`src/rtl/vram_arbiter_pkg.sv`:
```
// Shared constants and state encoding for the VRAM arbiter slice.
package vram_arbiter_pkg;

  localparam int VRAM_DEPTH = 4096;
  localparam int ADDR_W_DEF = $clog2(VRAM_DEPTH);
  localparam int DATA_W_DEF = 32;

  typedef enum logic [2:0] {
    ST_IDLE     = 3'd0,
    ST_VGA_ADDR = 3'd1,
    ST_VGA_DATA = 3'd2,
    ST_CPU_ADDR = 3'd3,
    ST_CPU_DATA = 3'd4
  } arb_state_e;

endpackage

```
`src/rtl/vram_arbiter_vga_change_detect.sv`:
```
// Tracks the last fetched VGA cell, raises a pending fetch on address change,
// and flags (sticky) any fetch that waits DEADLINE ungranted cycles.
module vga_change_detect
  import vram_arbiter_pkg::*;
#(
  parameter int ADDR_W   = ADDR_W_DEF,
  parameter int DEADLINE = 12
) (
  input  logic              clk,
  input  logic              reset,
  input  logic [ADDR_W-1:0] vga_addr_i,
  input  logic              grant_i,
  output logic [ADDR_W-1:0] last_vga_o,
  output logic              pending_o,
  output logic              overrun_o
);

  localparam int CNT_W = $clog2(DEADLINE + 1);

  logic [ADDR_W-1:0] last_q, last_d;
  logic              pend_q, pend_d;
  logic [CNT_W-1:0]  cnt_q, cnt_d;
  logic              ovr_q, ovr_d;

  always_comb begin
    last_d = last_q;
    pend_d = pend_q | (vga_addr_i != last_q);
    cnt_d  = cnt_q;
    ovr_d  = ovr_q;
    if (grant_i) begin
      // The grant latches the live address, so a change in this cycle is absorbed.
      last_d = vga_addr_i;
      pend_d = 1'b0;
      cnt_d  = '0;
    end else if (pend_q) begin
      if (cnt_q != CNT_W'(DEADLINE)) cnt_d = cnt_q + 1'b1;
      if (cnt_q >= CNT_W'(DEADLINE - 1)) ovr_d = 1'b1;
    end
  end

  always_ff @(posedge clk) begin
    if (reset) begin
      last_q <= '0;
      pend_q <= 1'b1;
      cnt_q  <= '0;
      ovr_q  <= 1'b0;
    end else begin
      last_q <= last_d;
      pend_q <= pend_d;
      cnt_q  <= cnt_d;
      ovr_q  <= ovr_d;
    end
  end

  assign last_vga_o = last_q;
  assign pending_o  = pend_q;
  assign overrun_o  = ovr_q;

endmodule

```
`src/rtl/vram_arbiter.sv`:
```
// Single-port VRAM arbiter: VGA cell fetches have strict priority, CPU
// req/ack accesses fill the gaps. Each access is an address cycle plus a data cycle.
module vram_arbiter
  import vram_arbiter_pkg::*;
#(
  parameter int ADDR_W   = ADDR_W_DEF,
  parameter int DATA_W   = DATA_W_DEF,
  parameter int DEADLINE = 12
) (
  input  logic              clk,
  input  logic              reset,
  input  logic [ADDR_W-1:0] vga_addr,
  output logic [DATA_W-1:0] vga_data,
  output logic              vga_overrun,
  input  logic              cpu_req,
  input  logic              cpu_we,
  input  logic [ADDR_W-1:0] cpu_addr,
  input  logic [DATA_W-1:0] cpu_wdata,
  output logic [DATA_W-1:0] cpu_rdata,
  output logic              cpu_ack,
  output logic [ADDR_W-1:0] ram_addr,
  output logic              ram_we,
  output logic [DATA_W-1:0] ram_wdata,
  input  logic [DATA_W-1:0] ram_rdata
);

  arb_state_e        state_q, state_d;
  logic              vga_grant, cpu_grant;
  logic [ADDR_W-1:0] last_vga;
  logic              vga_pending;
  logic [ADDR_W-1:0] cpu_addr_q;
  logic              cpu_we_q;
  logic [DATA_W-1:0] cpu_wdata_q;
  logic [DATA_W-1:0] vga_data_q, cpu_rdata_q;
  logic              cpu_ack_q;

  vga_change_detect #(
    .ADDR_W  (ADDR_W),
    .DEADLINE(DEADLINE)
  ) u_change_detect (
    .clk       (clk),
    .reset     (reset),
    .vga_addr_i(vga_addr),
    .grant_i   (vga_grant),
    .last_vga_o(last_vga),
    .pending_o (vga_pending),
    .overrun_o (vga_overrun)
  );

  always_comb begin
    state_d   = state_q;
    vga_grant = 1'b0;
    cpu_grant = 1'b0;
    unique case (state_q)
      ST_IDLE: begin
        if (vga_pending) begin
          vga_grant = 1'b1;
          state_d   = ST_VGA_ADDR;
        end else if (cpu_req && !cpu_ack_q) begin
          // A req still high during its own ack cycle must not re-grant.
          cpu_grant = 1'b1;
          state_d   = ST_CPU_ADDR;
        end
      end
      ST_VGA_ADDR: state_d = ST_VGA_DATA;
      ST_VGA_DATA: state_d = ST_IDLE;
      ST_CPU_ADDR: state_d = ST_CPU_DATA;
      ST_CPU_DATA: state_d = ST_IDLE;
      default:     state_d = ST_IDLE;
    endcase
  end

  // RAM drive is gated by reset so an aborted write never reaches the array.
  always_comb begin
    ram_addr  = '0;
    ram_we    = 1'b0;
    ram_wdata = '0;
    if (!reset) begin
      unique case (state_q)
        ST_VGA_ADDR, ST_VGA_DATA: ram_addr = last_vga;
        ST_CPU_ADDR: begin
          ram_addr  = cpu_addr_q;
          ram_we    = cpu_we_q;
          ram_wdata = cpu_wdata_q;
        end
        ST_CPU_DATA: ram_addr = cpu_addr_q;
        default: ;
      endcase
    end
  end

  always_ff @(posedge clk) begin
    if (reset) begin
      state_q     <= ST_IDLE;
      cpu_addr_q  <= '0;
      cpu_we_q    <= 1'b0;
      cpu_wdata_q <= '0;
      vga_data_q  <= '0;
      cpu_rdata_q <= '0;
      cpu_ack_q   <= 1'b0;
    end else begin
      state_q   <= state_d;
      cpu_ack_q <= (state_q == ST_CPU_DATA);
      if (cpu_grant) begin
        cpu_addr_q  <= cpu_addr;
        cpu_we_q    <= cpu_we;
        cpu_wdata_q <= cpu_wdata;
      end
      if (state_q == ST_VGA_DATA) vga_data_q <= ram_rdata;
      if (state_q == ST_CPU_DATA && !cpu_we_q) cpu_rdata_q <= ram_rdata;
    end
  end

  assign vga_data  = vga_data_q;
  assign cpu_rdata = cpu_rdata_q;
  assign cpu_ack   = cpu_ack_q;

endmodule
```
`config.mk`:
```
export PLATFORM = sky130hd
export DESIGN_NAME = vram_arbiter
export DESIGN_NICKNAME = d
export VERILOG_FILES = /design/src/rtl/vram_arbiter_pkg.sv /design/src/rtl/vram_arbiter_vga_change_detect.sv /design/src/rtl/vram_arbiter.sv
export SDC_FILE = /design/constraint.sdc
export NUM_CORES = 1
export LEC_CHECK = 0
export BUFFER_PORTS_ARGS = -buffer_cell sky130_fd_sc_hd__clkbuf_2
export CAP_MARGIN = 20
export CORE_ASPECT_RATIO = 0.5
export CORE_MARGIN = 1.5
export CORE_UTILIZATION = 35
export CTS_CLUSTER_DIAMETER = 200
export CTS_CLUSTER_SIZE = 8
export DETAILED_ROUTE_END_ITERATION = 7
export GPL_TIMING_DRIVEN = 0
export SYNTH_ARGS = -nofsm -noshare
export SYNTH_HDL_FRONTEND = slang
export SYNTH_HIERARCHICAL = 1
export SYNTH_SLANG_ARGS = --single-unit
```
`constraint.sdc`:
```
create_clock -name clk -period 2.7 [get_ports clk]
set_input_delay 0 -clock clk [delete_from_list [all_inputs] [get_ports clk]]
set_output_delay 0 -clock clk [all_outputs]
set_load 0.02 [all_outputs]
```
==> results of run 1 <==
-- cells in the final DEF, fill, tap and decap left out, types with 2 or more instances in the layout --
master,n
sky130_fd_sc_hd__a32oi_1,2
sky130_fd_sc_hd__nand2b_1,92
sky130_fd_sc_hd__dlygate4sd3_1,93
sky130_fd_sc_hd__clkbuf_16,17
sky130_fd_sc_hd__nor3_1,3
sky130_fd_sc_hd__buf_2,8
sky130_fd_sc_hd__nor2_1,17
sky130_fd_sc_hd__buf_6,3
sky130_fd_sc_hd__inv_6,3
sky130_fd_sc_hd__nand2_1,130
sky130_fd_sc_hd__a21oi_1,66
sky130_fd_sc_hd__nor3_2,3
sky130_fd_sc_hd__xor2_1,11
sky130_fd_sc_hd__inv_1,15
sky130_fd_sc_hd__mux2i_1,58
sky130_fd_sc_hd__nand3_1,2
sky130_fd_sc_hd__clkbuf_1,33
sky130_fd_sc_hd__nor4_1,2
sky130_fd_sc_hd__clkbuf_2,201
sky130_fd_sc_hd__and2_1,33
sky130_fd_sc_hd__dfxtp_1,131
sky130_fd_sc_hd__clkinvlp_4,3
sky130_fd_sc_hd__ha_1,2
sky130_fd_sc_hd__bufinv_16,3
sky130_fd_sc_hd__xnor2_1,5
sky130_fd_sc_hd__nor2b_1,2
sky130_fd_sc_hd__buf_12,4
sky130_fd_sc_hd__clkinv_4,4
sky130_fd_sc_hd__o32ai_1,11
-- worst paths after layout --
| path | end | slack (ns) | cells past startpoint |
|---|---|---|---|
| worst max-delay path | ram_wdata[30] | 0.50 | 6 |
| worst min-delay path | cpu_wdata_q[25] | 0.36 | 4 |
| worst max register to register | u_change_detect/last_vga_o[10] | 0.58 | 7 |
| worst min register to register | cpu_rdata[15] | 0.45 | 2 |
-- cells by family after synthesis --
kind of cell	share of synthesized area, %
simple gates	26.6
flops	45.9
compound gates	8.22
buf+inv	5.98
mux	10.4
xor+xnor	2.45
fa+ha+maj	0.438
-- report_power, final --
part	switching (mW)	internal (mW)	leakage [nW]
Sequential	0.0795	2.06	1.06
Clock	0.911	1.46	0.287
Combinational	0.487	0.438	2.23
Total	1.48	3.96	3.58
-- area by class of cell --
| cell class | instances | share of cell area [%] |
|---|---|---|
| Tap cell | 221 | 3.24 |
| Sequential cell | 131 | 30.7 |
| Inverter | 15 | 0.660 |
| Clock buffer | 18 | 5.03 |
| Multi-Input combinational cell | 454 | 32.2 |
| Clock inverter | 14 | 2.10 |
| Timing Repair Buffer | 294 | 22.7 |
| Buffer | 49 | 3.34 |
-- through the flow --
stage | total power, mW | hold slack [ns] | util, % | instances | setup slack, ns
floorplan | 2.72 | 0.136 | - | 649 | 1.14
global placement | 2.97 | 0.239 | 44.7 | 1071 | 0.817
detailed placement | 2.99 | 0.247 | 44.7 | 1071 | 0.758
CTS | 5.50 | 0.356 | 54.5 | 1196 | 0.468
global route | 5.68 | 0.374 | 54.5 | 1196 | 0.260
finish | 5.44 | 0.357 | 54.5 | 1196 | 0.500
-- cells in the mapped netlist (3+ instances only) --
| master | number |
|---|---|
| sky130_fd_sc_hd__buf_6 | 3 |
| sky130_fd_sc_hd__and2_1 | 33 |
| sky130_fd_sc_hd__clkbuf_1 | 32 |
| sky130_fd_sc_hd__a21oi_1 | 66 |
| sky130_fd_sc_hd__xnor2_1 | 5 |
| sky130_fd_sc_hd__nor2_1 | 17 |
| sky130_fd_sc_hd__nor3_1 | 3 |
| sky130_fd_sc_hd__xor2_1 | 11 |
| sky130_fd_sc_hd__buf_12 | 4 |
| sky130_fd_sc_hd__mux2i_1 | 58 |
| sky130_fd_sc_hd__dfxtp_1 | 131 |
| sky130_fd_sc_hd__nand2b_1 | 92 |
| sky130_fd_sc_hd__inv_1 | 15 |
| sky130_fd_sc_hd__nor3_2 | 3 |
| sky130_fd_sc_hd__buf_2 | 8 |
| sky130_fd_sc_hd__nand2_1 | 130 |
| sky130_fd_sc_hd__o32ai_1 | 11 |
-- per-layer routing --
metal	up-vias	share of wire (%)	GRT usage, %
li1	2739	-	-
met1	2504	46	23.9
met2	121	49	34.2
met3	26	3.3	4.40
met4	0	1.7	8.06
met5	-	0	0
-- flip-flops by register name (all words and copies together), names as in the netlist --
| name | count |
|---|---|
| cpu_we_q | 1 |
| u_change_detect/last_vga_o | 12 |
| u_change_detect/cnt_q | 4 |
| cpu_wdata_q | 32 |
| u_change_detect/overrun_o | 1 |
| u_change_detect/pending_o | 1 |
| cpu_rdata | 32 |
| state_q | 3 |
| cpu_addr_q | 12 |
| vga_data | 32 |
| cpu_ack | 1 |
-- worst max-delay path: cells and delay by family, from the launching register on --
family        cells  cell delay, ns
flops             1            0.34
simple gates      3            0.78
buf+inv           3            0.67
==> key figures, run 1 <==
Worst setup path
  – Start-to-end type of the worst setup path: register to primary output
  – Required time of the worst setup path: 2.70 ns
  – Capturing element type of the critical path: primary output
  – Largest incremental delay on the critical path: 0.35 ns
  – Arrival time at the worst endpoint: 2.20 ns
  – Reg-to-reg startpoint: state_q[0]
  – Ordered cell list for the critical path: buf_6, nor2b_1, and3b_1, clkbuf_1, and2_1, clkbuf_2
  – Max FO, Critical Path: 10
  – Critical Path Slowest Stage Cell: sky130_fd_sc_hd__clkbuf_1
  – Worst Setup SP: state_q[0]
  – Crit start category: register

Synth
  – Number of distinct standard cells referenced by the synthesized netlist: 39
  – Area share of the leading cell type in the synthesized netlist: 45.9%
  – Synth Area per Inst: 8.80 um2
  – Yosys warning total: 6
  – Flops & latches, synth: 131
  – Primary FF master, synth: sky130_fd_sc_hd__dfxtp_1
  – Top area cells in the synthesized netlist: sky130_fd_sc_hd__dfxtp_1 46%, sky130_fd_sc_hd__mux2i_1 10%, sky130_fd_sc_hd__nand2b_1 10%, sky130_fd_sc_hd__nand2_1 8.5%, sky130_fd_sc_hd__a21oi_1 5.8%
  – Post-synthesis cell count: 649
  – Post-synth design cell area: 0.00571 mm2
  – Sequential-to-total area share from yosys stat: 45.9%
  – Post-synthesis cell type with the largest combined area: sky130_fd_sc_hd__dfxtp_1
  – Number of synthesized flops with an enable pin: 0
  – Synthesized net count: 743
  – Async SR Flop Fraction: 0%

Clocking
  – Number of CTS-inserted buffers: 17
  – Quantity of hold-fixing buffers added after cts: 93
  – Clock tree from TritonCTS: built
  – Resized cells post-CTS: 0
  – Clock sinks: 131
  – Largest buffer count on any clock path: 2
  – Clock edge transition at the registers on the reported setup and hold paths: 0.06 ns
  – Number of H-tree levels: 4
  – Setup bufs post-CTS: 0
  – Clock Root Buffer: sky130_fd_sc_hd__clkbuf_16
  – Clock latency reported for the late side of the worst-skew pair: 0.41 ns

Drt
  – Initial DRT Pass Iterations: 5
  – Total via count after detailed routing: 5390
  – First DRT Iteration DRCs: 188
  – Post-detailed-route DRC marker count: 0
  – Drt wl/cell: 13.8 um
  – Overall routed net length: 16500 um
  – Post-detailed-route count of antenna-violating nets: 0
  – Vias per std cell: 4.51

Finish
  – Share of post-route cells with drive strength above 1: 26.5%
  – Register cell area after layout: 0.00262 mm2
  – Fillers: 1492
  – Layout Cell Area excl Fill: 0.00853 mm2
  – Area of combinational cells with multiple inputs: 0.00275 mm2
  – Synth-to-layout area growth: 49.4%
  – Antenna Cells: 0
  – Nets: 1056

Run status
  – Outcome: complete, no violations

Pwr
  – Power density normalized to cell area: 637 mW/mm2
  – Worst VDD drop: 0.434 mV
  – Total leakage power: 3.58 nW

Floorplanning
  – Cell Rows: 32
  – Die Footprint: 0.0171 mm2
  – Placeable core region: 0.0157 mm2
  – Number of top-level pins: 203
  – Initial core utilization: 36.5%
  – DIE WIDTH: 184 um
  – Die Height: 93.3 um

STA
  – Maximum clock rate: 0.455 GHz
  – Normalized max-slew margin: 63.3%
  – Final hold violation count: 0
  – Setup_tns: 0 ns
  – RSZ-0062 raised after global routing: no
  – Total count of max-transition violations in the final report: 0
  – Worst Max-Slew Pin Slew: 0.551 ns
  – Fraction of the cycle the final worst path needs: 81.5%
  – Final setup violation count: 0
  – Post-Route Skew: 0.00956 ns
  – Clock period minus final worst setup slack: 2.20 ns

Hold path
  – Worst hold-check path type: input port to register
  – Hold_sp: reset

Global route
  – Global-route wire length before repair: 26600 um
  – Antenna violations before repair: 0
  – Via count of the first global-routing pass: 5484
  – Tot GR Track Use: 19.7%
  – Largest net degree at the start of global routing: 17
  – GR Overflow Total: 0

Placement
  – Placement-stage cell area: 0.00699 mm2
  – IO Port Bufs: 201
  – HPWL after DPL: 11500 um
  – Final GP Congestion: 0.780

Run
  – Number of max-capacitance violations reported: 0
Note: power is estimated with default switching activity, not from simulation.
==> inputs of run 2 (changes only) <==
clock period = 2.2 ns   (was 2.7 ns; I/O delays follow)
==> key figures, run 2 (synthesis gave the netlist of run 1 again) <==
Run status
  – Outcome: complete, no violations

Worst setup path
  – Reg-to-reg startpoint: state_q[2]
  – Count of cells along the worst register-to-register path: 6 (-1)
  – Reg-to-reg slack, setup: 0.10 ns (-0.48 ns)
  – Required time of the worst setup path: 2.49 ns (-0.21 ns)
  – Arrival time at the worst endpoint: 2.39 ns (+0.19 ns)
  – Max FO, Critical Path: 10 (unchanged)
  – Terminus of the critical flop-to-flop path: u_change_detect/last_vga_o[10]
  – Crit start category: register
  – Capturing element type of the critical path: register
  – Start-to-end type of the worst setup path: register to register

Drt
  – Drt wl/cell: 13.8 um (-0.15%)
  – Initial DRT Pass Iterations: 4 (-1)
  – Post-detailed-route count of antenna-violating nets: 0 (unchanged)
  – Post-detailed-route DRC marker count: 0 (unchanged)
  – Overall routed net length: 16500 um (-0.15%)
  – Vias per std cell: 4.51 (about the same)
  – Total via count after detailed routing: 5389 (-0.019%)
  – First DRT Iteration DRCs: 167 (-11%)

Clocking
  – Number of CTS-inserted buffers: 17 (unchanged)
  – Clock sinks: 131 (unchanged)
  – Clock edge transition at the registers on the reported setup and hold paths: 0.06 ns (about the same)
  – Number of H-tree levels: 4 (unchanged)
  – Clock latency reported for the late side of the worst-skew pair: 0.41 ns (about the same)
  – Largest buffer count on any clock path: 2 (unchanged)
  – Clock Root Buffer: sky130_fd_sc_hd__clkbuf_16
  – Clock tree from TritonCTS: built
  – Setup bufs post-CTS: 0 (unchanged)

Hold path
  – Worst hold-check path type: input port to register
  – Hold Path Cell Cnt: 4 (unchanged)
  – Hold_sp: reset
  – Worst hold path endpoint: cpu_wdata_q[25]

Pwr
  – Clock power frac: 43.7% (about the same)
  – Share of total power consumed by net switching: 27.2% (about the same)
  – Total leakage power: 3.59 nW (+0.32%)
  – Power density normalized to cell area: 782 mW/mm2 (+23%)
  – Combinational power share: 17.1% (about the same)
  – Internal Dissipation: 4.86 mW (+23%)
  – Share of power burned in registers: 39.3% (about the same)
  – P_sw: 1.81 mW (+23%)
  – Worst VDD drop: 0.535 mV (+23%)

STA
  – Clock period minus final worst setup slack: 2.10 ns
  – Worst hold-check slack: 0.360 ns (+0.00340 ns)
  – Normalized max-slew margin: 62.9% (-0.43 points)
  – Final setup violation count: 0 (unchanged)
  – Fraction of the cycle the final worst path needs: 95.5%
  – Maximum clock rate: 0.476 GHz
  – Total count of max-transition violations in the final report: 0 (unchanged)
  – Worst Max-Slew Pin Slew: 0.557 ns (+0.00642 ns)
  – Setup_tns: 0 ns (unchanged)
  – Final hold violation count: 0 (unchanged)
  – Post-Route Skew: 0.00919 ns (-0.000372 ns)
  – RSZ-0062 raised after global routing: no
  – Final setup margin: 0.100 ns (-0.400 ns)

Run
  – Number of max-capacitance violations reported: 0 (unchanged)

Placement
  – HPWL after DPL: 11500 um (unchanged)
  – Placed cells: 1071 (unchanged)
  – Minimum setup slack after placement: 0.258 ns (-0.500 ns)
  – Final GP Congestion: 0.780 (unchanged)
  – IO Port Bufs: 201 (unchanged)

Global route
  – Global-route wire length before repair: 26600 um (about the same)
  – Via count of the first global-routing pass: 5470 (-0.26%)
  – Antenna violations before repair: 0 (unchanged)
  – GR Overflow Total: 0 (unchanged)
  – Largest net degree at the start of global routing: 17 (unchanged)
  – Tot GR Track Use: 19.7% (about the same)

Floorplanning
  – Initial core utilization: 36.5% (unchanged)
  – Number of top-level pins: 203 (unchanged)
  – Cell Rows: 32 (unchanged)
  – Die Height: 93.3 um (unchanged)
  – Placeable core region: 0.0157 mm2 (unchanged)
  – Die Footprint: 0.0171 mm2 (unchanged)
  – DIE WIDTH: 184 um (unchanged)

Finish
  – Register cell area after layout: 0.00262 mm2 (unchanged)
  – Area of combinational cells with multiple inputs: 0.00275 mm2 (+0.14%)
  – Final Core Density: 54.6% (+0.072 points)
  – Commonest cells after routing, fill and taps aside: 204 x sky130_fd_sc_hd__clkbuf_2, 131 x sky130_fd_sc_hd__dfxtp_1, 130 x sky130_fd_sc_hd__nand2_1
  – Antenna Cells: 0 (unchanged)
  – Count of non-filler cells in the finished layout: 1196 (unchanged)
  – Nets: 1056 (unchanged)
  – Synth-to-layout area growth: 49.6%
  – Share of post-route cells with drive strength above 1: 27.0% (+0.51 points)
  – Fillers: 1492 (unchanged)
  – Most common cell after layout, fill and taps aside: sky130_fd_sc_hd__clkbuf_2
## run 2: worst max path at each step
stage               startpoint                             end  slack (ns)  depth (start not counted)
CTS                 state_q[0]  u_change_detect/last_vga_o[10]        0.09                          7
global route        state_q[0]  u_change_detect/last_vga_o[10]        0.02                          7
finish              state_q[2]  u_change_detect/last_vga_o[10]        0.10                          6
floorplan           state_q[0]   u_change_detect/last_vga_o[5]        0.64                          7
detailed placement       reset                   cpu_rdata[26]        0.26                          5
global placement         reset                   cpu_rdata[23]        0.32                          5
## run 2: power by group through the flow
| stage | Clock, mW | Combinational [mW] | Sequential (mW) |
|---|---|---|---|
| after global routing | 3.09 | 1.25 | 2.64 |
| after floorplan | 0 | 0.627 | 2.71 |
| after CTS | 2.99 | 1.14 | 2.62 |
| after detailed placement | 0 | 1.00 | 2.67 |
| final | 2.92 | 1.14 | 2.62 |
| after global placement | 0 | 0.986 | 2.66 |
## run 2: metal layers
| layer | global-route usage, % | share of wire (%) |
|---|---|---|
| met2 | 34.1 | 49 |
| met4 | 8.06 | 1.7 |
| met5 | 0 | 0 |
| met1 | 24.0 | 46 |
| met3 | 4.40 | 3.5 |
## run 2: critical path, stage by stage, from the launching register on
cell and delay [ns]:
sky130_fd_sc_hd__dfxtp_1 0.42, sky130_fd_sc_hd__or3_4 0.43, sky130_fd_sc_hd__nor2_1 0.14, sky130_fd_sc_hd__buf_6 0.19, sky130_fd_sc_hd__mux2i_1 0.19, sky130_fd_sc_hd__nor2_1 0.05, sky130_fd_sc_hd__dlygate4sd3_1 0.55
## run 2: final cells by class
type,count,share of cell area [%]
well taps,221,3.24
inverters,15,0.659
clock buffers,18,5.02
multi-input cells,454,32.2
clock inverters,14,2.09
repair buffers,294,22.7
plain buffers,49,3.43
flip-flops and latches,131,30.7
## run 2: metrics by stage
step                      total power [mW]  cell area (um2)
final                                 6.68             8540
after global routing                  6.98             8540
after CTS                             6.75             8530
after detailed placement              3.67             6990
after global placement                3.65             6990
after floorplan                       3.34             5710
## run 2: what timing repair did
item,in CTS,in global routing
hold buffers,93,0
setup endpoints to repair,12,30
gates resized for setup,3,3
hold endpoints to repair,128,0
